[src/rtl/ring_rr_arbiter_pkg.sv]
// Shared types, default parameters and one-hot helpers for the ring round-robin arbiter.
package ring_arb_pkg;

    typedef enum logic {
        IDLE  = 1'b0,
        GRANT = 1'b1
    } arb_state_t;

    localparam int DEF_N        = 4;
    localparam int DEF_MAX_HOLD = 8;
    // Helpers work on a fixed-width container; callers zero-extend and truncate to N bits.
    localparam int MAX_N        = 32;

    function automatic logic [MAX_N-1:0] rotate_right(input logic [MAX_N-1:0] onehot, input int n);
        logic [MAX_N-1:0] r;
        r      = onehot >> 1;
        r[n-1] = onehot[0];
        return r;
    endfunction

    function automatic int onehot_to_idx(input logic [MAX_N-1:0] onehot);
        int idx;
        idx = 0;
        for (int i = 0; i < MAX_N; i++) begin
            idx = onehot[i] ? i : idx;
        end
        return idx;
    endfunction

endpackage

[src/rtl/ring_rr_arbiter_if.sv]
// Request/grant bundle between requesters (master) and the ring arbiter (slave).
interface ring_rr_arbiter_if #(
    parameter int N = 4
);
    localparam int IDW = $clog2(N);

    logic [N-1:0]   req;
    logic [N-1:0]   gnt;
    logic [IDW-1:0] gnt_id;
    logic           busy;
    logic           expired;

    modport master (output req, input gnt, input gnt_id, input busy, input expired);
    modport slave  (input req, output gnt, output gnt_id, output busy, output expired);
endinterface

[src/rtl/ring_rr_arbiter_prio_pick.sv]
// Combinational picker: scans req downward from the pointer position, wrapping, first hit wins.
module ring_prio_pick
    import ring_arb_pkg::*;
#(
    parameter int N = DEF_N
) (
    input  logic [N-1:0] ptr,
    input  logic [N-1:0] req,
    output logic [N-1:0] win_onehot,
    output logic         win_valid
);
    localparam int IDW = $clog2(N);

    int             start_s;
    logic [IDW-1:0] idx_s;
    logic           found_s;

    // Walk the ring from the pointer toward lower indices and take the first requester.
    always_comb begin
        win_onehot = {N{1'b0}};
        found_s    = 1'b0;
        idx_s      = {IDW{1'b0}};
        start_s    = onehot_to_idx(MAX_N'(ptr));
        for (int k = 0; k < N; k++) begin
            idx_s = IDW'((start_s - k + N) % N);
            if (!found_s && req[idx_s]) begin
                win_onehot[idx_s] = 1'b1;
                found_s           = 1'b1;
            end else begin
                found_s = found_s;
            end
        end
        win_valid = found_s;
    end
endmodule

[src/rtl/ring_rr_arbiter.sv]
// Round-robin arbiter with rotating one-hot priority, hold-time limit and gapless handoff.
module ring_rr_arbiter
    import ring_arb_pkg::*;
#(
    parameter int N        = 4,
    parameter int MAX_HOLD = DEF_MAX_HOLD
) (
    input  logic              clk,
    input  logic              rst,
    ring_rr_arbiter_if.slave  bus
);
    localparam int IDW = $clog2(N);
    localparam int HW  = $clog2(MAX_HOLD + 1);

    arb_state_t     state_r, state_s;
    logic [N-1:0]   ptr_r, ptr_s;
    logic [HW-1:0]  hold_cnt_r, hold_cnt_s;
    logic [N-1:0]   gnt_r, gnt_s;
    logic [IDW-1:0] gnt_id_r;
    logic           busy_r;
    logic           expired_r, expired_s;

    logic           owner_req_s;
    logic           timeout_s;
    logic           release_s;
    logic [N-1:0]   rot_ptr_s;
    logic [N-1:0]   pick_ptr_s;
    logic [N-1:0]   win_s;
    logic           win_valid_s;

    assign owner_req_s = |(bus.req & gnt_r);
    assign timeout_s   = owner_req_s && (hold_cnt_r == HW'(MAX_HOLD - 1));
    assign release_s   = (state_r == GRANT) && (!owner_req_s || timeout_s);
    // The released owner becomes lowest priority: pointer sits one step below it.
    assign rot_ptr_s   = N'(rotate_right(MAX_N'(gnt_r), N));
    assign pick_ptr_s  = (state_r == GRANT) ? rot_ptr_s : ptr_r;

    ring_prio_pick #(.N(N)) u_pick (
        .ptr        (pick_ptr_s),
        .req        (bus.req),
        .win_onehot (win_s),
        .win_valid  (win_valid_s)
    );

    // Next-state logic: grant from idle, hold or release-and-rearbitrate in grant.
    always_comb begin
        state_s    = state_r;
        ptr_s      = ptr_r;
        hold_cnt_s = hold_cnt_r;
        gnt_s      = gnt_r;
        expired_s  = 1'b0;
        case (state_r)
            IDLE: begin
                if (win_valid_s) begin
                    gnt_s      = win_s;
                    hold_cnt_s = {HW{1'b0}};
                    state_s    = GRANT;
                end else begin
                    gnt_s      = {N{1'b0}};
                end
            end
            GRANT: begin
                if (release_s) begin
                    ptr_s      = rot_ptr_s;
                    expired_s  = timeout_s;
                    hold_cnt_s = {HW{1'b0}};
                    if (win_valid_s) begin
                        gnt_s   = win_s;
                        state_s = GRANT;
                    end else begin
                        gnt_s   = {N{1'b0}};
                        state_s = IDLE;
                    end
                end else begin
                    hold_cnt_s = hold_cnt_r + HW'(1);
                end
            end
            default: begin
                state_s    = IDLE;
                gnt_s      = {N{1'b0}};
                hold_cnt_s = {HW{1'b0}};
            end
        endcase
    end

    // State and registered outputs; async reset clears everything and parks ptr at the top.
    always_ff @(posedge clk or posedge rst) begin
        if (rst) begin
            state_r    <= IDLE;
            ptr_r      <= {1'b1, {(N-1){1'b0}}};
            hold_cnt_r <= {HW{1'b0}};
            gnt_r      <= {N{1'b0}};
            gnt_id_r   <= {IDW{1'b0}};
            busy_r     <= 1'b0;
            expired_r  <= 1'b0;
        end else begin
            state_r    <= state_s;
            ptr_r      <= ptr_s;
            hold_cnt_r <= hold_cnt_s;
            gnt_r      <= gnt_s;
            gnt_id_r   <= IDW'(onehot_to_idx(MAX_N'(gnt_s)));
            busy_r     <= |gnt_s;
            expired_r  <= expired_s;
        end
    end

    assign bus.gnt     = gnt_r;
    assign bus.gnt_id  = gnt_id_r;
    assign bus.busy    = busy_r;
    assign bus.expired = expired_r;
endmodule

[src/flat_wrapper.sv]
// flat-port wrapper written by rule: the top's interface ports become plain ports
module ring_rr_arbiter_flat import ring_arb_pkg::*;
#(
    parameter int N        = 4,
    parameter int MAX_HOLD = DEF_MAX_HOLD
)
  (clk, rst, bus_req, bus_gnt, bus_gnt_id, bus_busy, bus_expired);
  ring_rr_arbiter_if #(.N(N)) bus_i ();
  input  logic clk;
  input  logic rst;
  input wire logic [$bits(bus_i.req)-1:0] bus_req;
  output wire logic [$bits(bus_i.gnt)-1:0] bus_gnt;
  output wire logic [$bits(bus_i.gnt_id)-1:0] bus_gnt_id;
  output wire logic [$bits(bus_i.busy)-1:0] bus_busy;
  output wire logic [$bits(bus_i.expired)-1:0] bus_expired;
  assign bus_i.req = bus_req;
  assign bus_gnt = bus_i.gnt;
  assign bus_gnt_id = bus_i.gnt_id;
  assign bus_busy = bus_i.busy;
  assign bus_expired = bus_i.expired;
  ring_rr_arbiter #(.N(N), .MAX_HOLD(MAX_HOLD)) u_core (.clk(clk), .rst(rst), .bus(bus_i));
endmodule
[config.mk]
export PLATFORM = sky130hd
export DESIGN_NAME = ring_rr_arbiter_flat
export DESIGN_NICKNAME = d
export VERILOG_FILES = /design/src/rtl/ring_rr_arbiter_pkg.sv /design/src/rtl/ring_rr_arbiter_if.sv /design/src/rtl/ring_rr_arbiter_prio_pick.sv /design/src/rtl/ring_rr_arbiter.sv /design/src/flat_wrapper.sv
export SDC_FILE = /design/constraint.sdc
export NUM_CORES = 1
export LEC_CHECK = 0
export ABC_AREA = 1
export CAP_MARGIN = 20
export CORE_MARGIN = 4
export CORE_UTILIZATION = 55
export CTS_CLUSTER_DIAMETER = 60
export CTS_CLUSTER_SIZE = 28
export DETAILED_ROUTE_END_ITERATION = 10
export PLACE_DENSITY = 0.84
export SETUP_SLACK_MARGIN = 0.1
export SLEW_MARGIN = 30
export SYNTH_ARGS = -nofsm -noshare
export SYNTH_HDL_FRONTEND = slang
export SYNTH_SLANG_ARGS = --single-unit
export TNS_END_PERCENT = 1
[constraint.sdc]
create_clock -name clk -period 3.35 [get_ports clk]
set_clock_uncertainty 0.05 [all_clocks]
set_input_delay 0.67 -clock clk [delete_from_list [all_inputs] [get_ports clk]]
set_output_delay 0.67 -clock clk [all_outputs]
set_load 0.05 [all_outputs]
==> results list, run 1 <==
- The total overflow left after global routing is 0.
* Row cnt: 16
* Area contributors post-synth: sky130_fd_sc_hd__dfrtp_1, sky130_fd_sc_hd__nand2_1, sky130_fd_sc_hd__ha_1, sky130_fd_sc_hd__nand3_1, sky130_fd_sc_hd__inv_1
* Average instance area after synthesis: around 7.5 µm²
- The number of hold violations in the final report is 0.
- The number of antenna diodes in the final layout is 0.
* Area share of the largest cell type after synthesis: 30.2%
- Most used flip-flop cell after synthesis: sky130_fd_sc_hd__dfrtp_1
- Clock tree synthesis inserted a total of 3 buffers.
* Total wire length: ~2.6 mm
- For this design, the sink count on the clock tree is 16.
- After synthesis the netlist holds a flip-flop and latch count of 16.
- The final count of pins violating max slew came to 0.
- Status: finished, final reports clean
* Clock-pin slew of the registers on the worst-case setup and hold paths: roughly 0.09 ns
* Actual transition at the worst max-transition pin: ~0.58 ns
* Hpwl dp: around 2 mm
- Sequential cells were found to cover between 30% and 40% of the synthesized design area.
* Worst path required time: 3.48 ns
- Unrepaired setup endpoints after global routing: false
- Once the clock tree was built, the setup fixing pass inserted 0 buffers.
- Summing all multi-input logic gate instances after layout gives approximately 730 µm².
* Die ar.: 3080 µm²
- Ratio of routed vias to standard cells: between 5 and 6
* Routability-driven placement congestion ratio: just over 0.8
* Clk root buf: sky130_fd_sc_hd__clkbuf_4
* Count of boundary I/O pins: 14
- Worst Hold Endpoint: u_core.hold_cnt_r[0]
- Type of destination of the critical path: register
* Hold Path Cell Cnt: 1
- The later pin in the worst-skew pair is clocked with a latency of 0.28 ns.
- Critical R2R Capture: u_core.bus.busy
* CP bufs+invs: 2
* Area of all sequential standard cells: 402 µm²
- Input and output buffers added on the ports amount to 13.
- Among cell families on the critical path, the largest total delay comes from simple AND/OR/NAND/NOR gates.
- Antenna violations before repair: 0
- The Yosys step of the flow raised 0 warnings.
- In the final routed layout, each cell accounts on average for about 13 µm.
* Core region area: 2040 µm²
- Along the worst path, the maximum fanout reaches 8.
- The largest total area in the synthesized netlist belongs to sky130_fd_sc_hd__dfrtp_1.
- TritonCTS clock tree: yes
- In the synthesized netlist the async set-or-reset flop fraction comes to 100%.
- Buffers inserted to repair hold after CTS numbered 0.
- Finished Cell Area: about 1400 µm²
- Startpoint Class: register
- Number of violations reported at the end of detailed-routing iteration 0: 36
* Reg2Reg Setup Slack: approximately 0.84 ns
- The worst setup path is of the reg2reg kind.
- In this run the cell area of the synthesized design comes to 1240 µm².
- At the end of the flow, the number of nets in the layout was approximately 200.
- After routing, the total negative slack on setup checks comes to 0 ns.
- Pin count of the biggest net entering global routing: 17
* Max incr delay on CP: just under 0.5 ns
* Count of flip-flops with a built-in enable after synthesis: 0
- From synthesis to final layout, the design area changed by 15.2%.
- The die is roughly 56 µm wide.
- Hold Crit Class: reg2reg
- The first global-routing pass estimated 4.75 mm of wire.
- Total of endpoints with negative setup slack in the final report: 0
- The layout has approximately 170 filler cells.
- The worst hold path begins at u_core.hold_cnt_r[0].
* Peak clock frequency supported by timing: between 0.3 and 0.4 GHz
- Number of H-tree levels: 1
- Arrival time at the worst endpoint: between 2 and 3 ns
- Deepest clock path buffer count: 2
- After layout, the worst path uses 75.1% of the clock period.
- DRC: 0
- The number of nets in the synthesized netlist is between 150 and 200.
* Worst R2R Start: u_core.state_r
- Instance area at placement: roughly 1400 µm²
- Traced cell by cell, the critical path runs through nand2_1 > o21ai_4 > nand2_2 > clkinv_2 > ha_1 > inv_1 > nand3_1 > nand2_2 > nand2_4 > nor3_4 > nor2_2 > nand2_1 > nand2_1 > nor2_1 > nand2_1.
- In the final layout, the share of cells above drive strength 1 is 15.9%.
- Global routing used between 10% and 20% of the available tracks.
- Excluding fillers, the count of instances in the completed layout stands at 209.
- The die is around 56 µm tall.
- Counting every instance in the synthesized netlist gives ~170.
- The worst register-to-register path has a depth of 15.
- First-pass iteration count of the detailed router: 4
- Most used cell, CP: sky130_fd_sc_hd__nand2_1
- Relative slew margins: between 60% and 70%
- Vias in the first global route: approximately 1100
* Initial core utilization: approximately three fifths
- Among all stages on the critical path, the largest delay is contributed by sky130_fd_sc_hd__dfrtp_1.
* Vias post-DR: between 1000 and 1500
- The number of gates resized after CTS was 0.
- The number of different library cells used by synthesis comes to 27.
* Max-cap viol count: 0
* Post-route antenna net violation count: 0
- Once placement completed, the tool counted placed cells totaling 205.
- Subtracting the final worst setup slack from the clock period gives approximately 2.5 ns.
## final cells by class
cell class | instances | share of cell area, %
Clock buffer | 4 | 2.54
Multi-Input combinational cell | 124 | 51.1
Inverter | 25 | 6.82
Timing Repair Buffer | 13 | 9.10
Sequential cell | 16 | 28.1
Tap cell | 27 | 2.36
## logic make-up after synthesis
logic type,share of synthesized area (%)
buf+inv,8.77
compound gates,5.65
mux,0.907
fa+ha+maj,9.07
flops,32.4
simple gates,41.8
xor+xnor,1.41
## cells in the mapped netlist (all sizes together), types with 4 or more instances
library cell,n
o21ai,6
dfrtp,15
nand3,23
inv,24
ha,9
nand2,59
nand4,4
nor2,14
## through the flow
stage	utilization (%)	hold WS, ns	setup slack [ns]
CTS	70.0	0.489	0.847
floorplan	-	0.403	0.807
finish	70.0	0.487	0.835
detailed placement	68.3	0.429	0.759
global placement	68.3	0.424	0.804
global route	70.0	0.529	0.597
## flip-flops by register name, indices dropped and copies added, names as in the netlist
name / cells
u_core.bus.expired: 1
u_core.bus.busy: 1
u_core.state_r: 1
u_core.hold_cnt_r: 4
u_core.ptr_r: 3
u_core.bus.gnt_id: 2
u_core.bus.gnt: 4
## worst max-delay path by stage
stage / to / start / cells after the start
after floorplan: u_core.bus.busy / u_core.bus.gnt[0] / 16
after CTS: u_core.bus.busy / u_core.state_r / 15
after global placement: u_core.bus.busy / bus_req[0] / 12
after global routing: u_core.bus.busy / u_core.state_r / 15
final: u_core.bus.busy / u_core.state_r / 15
after detailed placement: u_core.bus.busy / bus_req[0] / 12
## routing by layer
layer	GRT usage, %	routed length, µm
met3	6.99	187
met5	0	0
met4	4.17	23
met1	25.3	1230
met2	28.4	1190
## cell usage in the layout, fill, tap and decap left out, types with 2 or more instances in the layout
cell type / netlist / routed
sky130_fd_sc_hd__dfrtp_1: 15 / 15
sky130_fd_sc_hd__nand3_1: 20 / 20
sky130_fd_sc_hd__nor2_1: 12 / 12
sky130_fd_sc_hd__nor2_2: 2 / 2
sky130_fd_sc_hd__nand2_1: 46 / 46
sky130_fd_sc_hd__nand2_4: 4 / 4
sky130_fd_sc_hd__nand4_1: 4 / 4
sky130_fd_sc_hd__nand3_2: 2 / 2
sky130_fd_sc_hd__clkdlybuf4s50_1: 0 / 13
sky130_fd_sc_hd__clkbuf_4: 0 / 3
sky130_fd_sc_hd__ha_1: 9 / 9
sky130_fd_sc_hd__inv_1: 23 / 23
sky130_fd_sc_hd__o21ai_0: 5 / 5
sky130_fd_sc_hd__nand2_2: 9 / 9
Power of run 1 is left out: the tool's default activity adds up to more than one toggle a clock period on the data nets, which glitch-free logic cannot reach.
==> run 2, diff against run 1 <==
--- a/config.mk
+++ b/config.mk
@@ -8,11 +8,11 @@
 export ABC_AREA = 1
 export CAP_MARGIN = 20
 export CORE_MARGIN = 4
-export CORE_UTILIZATION = 55
+export CORE_UTILIZATION = 50
 export CTS_CLUSTER_DIAMETER = 60
 export CTS_CLUSTER_SIZE = 28
 export DETAILED_ROUTE_END_ITERATION = 10
-export PLACE_DENSITY = 0.84
+export PLACE_DENSITY = 0.81
 export SETUP_SLACK_MARGIN = 0.1
 export SLEW_MARGIN = 30
 export SYNTH_ARGS = -nofsm -noshare
==> constraint.sdc (replaced) <==
create_clock -name clk -period 2.3 [get_ports clk]
set_clock_uncertainty 0.05 [all_clocks]
set_input_delay 0.46 -clock clk [delete_from_list [all_inputs] [get_ports clk]]
set_output_delay 0.46 -clock clk [all_outputs]
set_load 0.05 [all_outputs]
==> run 2 against run 1 <==
Final area increased by 15%. Core utilization increased by 1.8 points. Fmax up 13%. Flip-flop and latch count is the same. Critical endpoint unchanged. Die area is 8.5% higher. Global-route usage down 0.28 points. Critical path type unchanged. Highest routed layer unchanged. Worst hold slack worse by 0.038 ns. Via count up 7.0%.
==> results list, run 2 (synthesized netlist as in run 1, its figures left out) <==
- Antenna violations before repair: 0
* Max-cap viol count: 0
- Of the cells placed in the final design, the portion with a size suffix greater than 1 is between 30% and 40%.
- The library cell used most frequently in the layout, excluding fill and tap cells, is sky130_fd_sc_hd__nand2_1.
- Actual transition at the worst max-transition pin: slightly below 0.6 ns
- Period utilization: 96.7%
* Layout net count: about 210
- Row cnt: 17
- Once layout is done, the placed cells without fillers occupy 1650 µm².
- Summed over all failing endpoints, the final setup total negative slack is 0 ns.
* Number of H-tree levels: 1
* Global-route total usage across every layer: a little under a fifth
* Hold Crit Class: reg2reg
- The clock passes through at most 2 buffers.
* Die ar.: 3340 µm²
* Largest fanout of any net on the critical path: 6
* Vias in the first global route: about 1100
- The largest single stage delay on the critical path is between 0.4 and 0.5 ns.
- Once the floorplan was initialized, standard cells occupied between 50% and 60% of the core.
- Final period demand of the worst path: approximately 2.2 ns
* Most used cell, CP: sky130_fd_sc_hd__nand2_4
- 0 antenna diodes ended up in the layout.
- Ratio of routed vias to standard cells: 5.33
* Post-route antenna net violation count: 0
* Relative slew margins: between 60% and 70%
- In this run the vertical extent of the chip is between 50 and 60 µm.
- Arrival time at the worst endpoint: around 2.4 ns
* First-pass iteration count of the detailed router: 4
- Type of destination of the critical path: register
- In the final routed layout, each cell accounts on average for 14.1 µm.
* Instance area at placement: approximately 1400 µm²
- Peak clock frequency supported by timing: between 0.4 and 0.5 GHz
- Number of violations reported at the end of detailed-routing iteration 0: 55
* CP bufs+invs: 2
- Area grow syn2layout: 33.0%
- The clock net in this run drives a total of 16 sinks.
* Top library cells by usage in the layout, fill and taps aside: sky130_fd_sc_hd__nand2_1, sky130_fd_sc_hd__inv_1, sky130_fd_sc_hd__nand3_1
* Clk root buf: sky130_fd_sc_hd__clkbuf_4
- Util after Layout: between 70% and 80%
- Final Hold Vio Count: 0
* Total clock buffers created by CTS: 3
- Broken down by cell family, the worst path's largest delay share belongs to simple AND/OR/NAND/NOR gates.
* GRT Residual Overflow: 0
- Final std cells w/o fill: ~220
* TritonCTS clock tree: yes
- On the critical path, the stage with the largest delay is an instance of sky130_fd_sc_hd__dfrtp_2.
- Entering global routing, the biggest net connects 17 pins.
- Clock-pin slew was measured on the worst setup and hold paths at about 0.090 ns.
* Input/output buffers: 13
- Number of buffers added to fix hold violations after cts: 0
* Total of endpoints with negative setup slack in the final report: 0
* Global-route wire length before repair: a little under 5 mm
- The flow ran to the end, and the final reports show no timing, DRC or antenna violations.
- Startpoint Class: register
- Number of placed cells counting well taps: ~210
* Total wire length: 3.14 mm
- The detailed router placed about 1200 vias in this run.
- Hpwl dp: ~2.2 mm
- In this run the count of I/O pins placed on the die edge is 14.
- Worst Setup Path Type: reg2reg
* Unrepaired setup endpoints after global routing: true
* Max-slew violation count: 0
* Clock latency of the later-clocked register in the worst-skew pair: between 0.2 and 0.3 ns
* Core region area: ~2300 µm²
- At the worst endpoint, the required time is around 2.4 ns.
* Routability-driven placement congestion ratio: 0.860
- Cell chain of the critical path: o21ai_4 > nand2_4 > inv_8 > ha_4 > inv_4 > nand3_4 > nand2_4 > nand2_4 > nor3_4 > nor2_4 > nand2_1 > nand2_2 > nor2_4 > nand2_1
- DRC: 0
- From left edge to right edge, the die measures about 58 µm.
-- run 2: what timing repair did --
| item | 4_1_cts | 5_1_grt |
|---|---|---|
| pin swaps | 2 | 14 |
| endpoints found under the setup margin | 4 | 8 |
| setup buffers | 3 | 7 |
| resized for setup | 4 | 22 |
-- run 2: path summary, 6_finish.rpt --
path | start | end | slack [ns] | depth (start not counted)
max in group asynchronous | rst | u_core.state_r | 1.30 | 2
min | u_core.ptr_r[2] | u_core.ptr_r[2] | 0.45 | 2
min in group asynchronous | rst | u_core.bus.gnt[1] | 0.48 | 2
min reg2reg | u_core.ptr_r[2] | u_core.ptr_r[2] | 0.45 | 2
max reg2reg | u_core.state_r | u_core.bus.busy | 0.08 | 14
max | u_core.state_r | u_core.bus.busy | 0.08 | 14
-- run 2: routing by layer --
metal | wire length [µm] | up-vias | global-route usage [%]
met2 | 1550 | 38 | 30.0
met4 | 11 | 0 | 4.30
met3 | 220 | 2 | 5.35
met5 | 0 | - | 0
li1 | - | 586 | -
met1 | 1350 | 563 | 24.1
-- run 2: final cells by class --
type                            instances  area, µm²
Sequential cell                        16        407
Clock buffer                            4       26.3
Timing Repair Buffer                   26        231
Inverter                               25        106
Fill cell                             163        647
Multi-Input combinational cell        124        845
Tap cell                               28       35.0
-- run 2: worst reg2reg max path: cells and delay by family (launching register included) --
kind,cells,cell delay (ns)
AND/OR/NAND/NOR,10,0.98
flip-flops,1,0.49
AO/OA/AOI/OAI,1,0.24
adder cells (fa/ha/maj),1,0.21
buffers and inverters,2,0.14
-- run 2: per-stage QoR --
stage / setup slack, ns / hold slack, ns
floorplan: 0.102 / 0.323
global placement: 0.0929 / 0.423
detailed placement: -0.00297 / 0.437
CTS: 0.107 / 0.455
global route: -0.0700 / 0.491
finish: 0.0767 / 0.449
Power of run 2 is left out for the same reason.
==> RTL change, RTL diff (config.mk and constraints of run 2) <==
Make the reset (`rst`) synchronous in one clocked block. Comments in the files are not updated.
--- a/src/rtl/ring_rr_arbiter.sv
+++ b/src/rtl/ring_rr_arbiter.sv
@@ -84,7 +84,7 @@
     end
 
     // State and registered outputs; async reset clears everything and parks ptr at the top.
-    always_ff @(posedge clk or posedge rst) begin
+    always_ff @(posedge clk) begin
         if (rst) begin
             state_r    <= IDLE;
             ptr_r      <= {1'b1, {(N-1){1'b0}}};
Function: differs if rst is asserted again (counterexample within 4 cycles, from zero or initial values and one cycle with rst high); with rst held inactive, the same outputs for 4 cycles.
==> RTL change against run 2 <==
Sequential cell count did not move; area after synthesis fell by 0.10%; via count rose by 13%; wire length rose by 6.3%; final area rose by 1.1%; worst setup slack improved by 7.8 ps; global-route usage rose by 2.2 points; critical endpoint is now u_core.bus.busy$_SDFF_PP0_.
Power is left out: the tool's default activity adds up to more than one toggle a clock period on the data nets, which glitch-free logic cannot reach.
==> RTL change: results (changes against run 2) <==
Synth
The synthesized netlist net count is 201 (was 181). The top flip-flop cell by instance count after synthesis is sky130_fd_sc_hd__dfxtp_1 (was sky130_fd_sc_hd__dfrtp_1). The proportion of register bits with asynchronous set or reset after synthesis came to 0% (was 100%).

Commonest cells in the synthesized netlist: sky130_fd_sc_hd__nand2_1 (41), sky130_fd_sc_hd__inv_1 (26), sky130_fd_sc_hd__nor2_1 (25), sky130_fd_sc_hd__nand3_1 (20), sky130_fd_sc_hd__dfxtp_1 (16) (was sky130_fd_sc_hd__nand2_1 (46), sky130_fd_sc_hd__inv_1 (23), sky130_fd_sc_hd__nand3_1 (20), sky130_fd_sc_hd__dfrtp_1 (15), sky130_fd_sc_hd__nor2_1 (12)). Leading post-synthesis cells by cell area: sky130_fd_sc_hd__dfxtp_1 (26%), sky130_fd_sc_hd__nand2_1 (12%), sky130_fd_sc_hd__ha_1 (9.1%) (was sky130_fd_sc_hd__dfrtp_1 (30%), sky130_fd_sc_hd__nand2_1 (14%), sky130_fd_sc_hd__ha_1 (9.1%)). The average cell area after synthesis is 6.67 sq um (was 7.48 sq um). The part of the Yosys area used for sequential elements came to 25.8% (was 32.4%). The count of different cell masters after synthesis is 25 (was 27).

Global route
The total routing resource utilization after global routing is 20.6% (was 18.4%). The maximum number of pins on one net before global-route repair came to 10 (was 17). The wire length of the first global-routing pass is 5400 um (was 4840 um). The via count of the first global-routing pass was 1221 (was 1121).

Placed design
The minimum setup slack after placement is -143 ps (was -2.97 ps). The sum of net half-perimeters after detailed placement came to 2500 um (was 2190 um). The number of placed instances, taps included is 233 (was 209). The post-place instance area is 1510 sq um (was 1450 sq um).

STA
The maximum frequency from static timing analysis came to 451 MHz (was 450 MHz). The minimum hold slack was 447 ps (was 449 ps). The slew of the pin with the lowest slew margin is 505 ps (was 588 ps).

Route
The routed via count came to 1338 (was 1189). The number of DRC markers after the initial detailed-route iteration is 56 (was 55).

Cells and area
The share of layout cells above drive strength 1 is 30.7% (was 31.3%). The antenna cell count is 0 (unchanged). The total of fill cells in the finished design is 189 (was 163). The number of cells in the finished layout apart from fillers is 246 (was 223).

Critical path
The delay of the slowest cell on the worst path came to 340 ps (was 490 ps). The cell with the largest stage delay on the worst path was sky130_fd_sc_hd__dfxtp_2 (was sky130_fd_sc_hd__dfrtp_2).

Status
Outcome: finished clean (unchanged).
## RTL change: changes by cell type after synthesis, sizes merged, moves of 4 or more
cell / before / now
dfxtp: 0 / 16
dfrtp: 15 / 0
nor2: 14 / 29
a21oi: 1 / 9
inv: 24 / 29
nand2: 59 / 55
## RTL change: area by class of cell
class                   instances  area [sq um]  area share, %
well taps                      28          35.0           2.10
inverters                      29           124           7.43
clock buffers                   4          26.3           1.58
flip-flops and latches         16           333           20.0
repair buffers                 30           278           16.7
multi-input cells             139           872           52.3
## RTL change: layer usage
metal  global-route usage (%)  share of wire [%]
met3                     5.57                6.1
met4                     6.62                2.2
met2                     34.8                 50
met5                        0                  0
met1                     25.3                 41
## RTL change: worst paths after layout
kind | from | to | cells after the start
min reg2reg | u_core.hold_cnt_r[1]$_SDFFE_PP0P_ | u_core.hold_cnt_r[1]$_SDFFE_PP0P_ | 2
max reg2reg | u_core.state_r$_SDFF_PP0_ | u_core.bus.busy$_SDFF_PP0_ | 19
max | u_core.state_r$_SDFF_PP0_ | u_core.bus.busy$_SDFF_PP0_ | 19
min | u_core.hold_cnt_r[1]$_SDFFE_PP0P_ | u_core.hold_cnt_r[1]$_SDFFE_PP0P_ | 2
## RTL change: logic make-up after synthesis
logic type                 share of synthesized area [%]
AOI/OAI and AO/OA                                   10.1
xor gates and xnor gates                           0.706
adders and majority gates                           9.08
buffers and inverters                               9.99
DFF                                                 25.8
and+or+nand+nor                                     44.3
## RTL change: what timing repair did
| action | in CTS | in global routing |
|---|---|---|
| setup endpoints to repair | 9 | 11 |
| hold buffers | 0 | 0 |
| pin swaps | 12 | 13 |
| endpoints found under the hold margin | 0 | 0 |
| setup buffers | 7 | 2 |
| gates resized for setup | 7 | 12 |
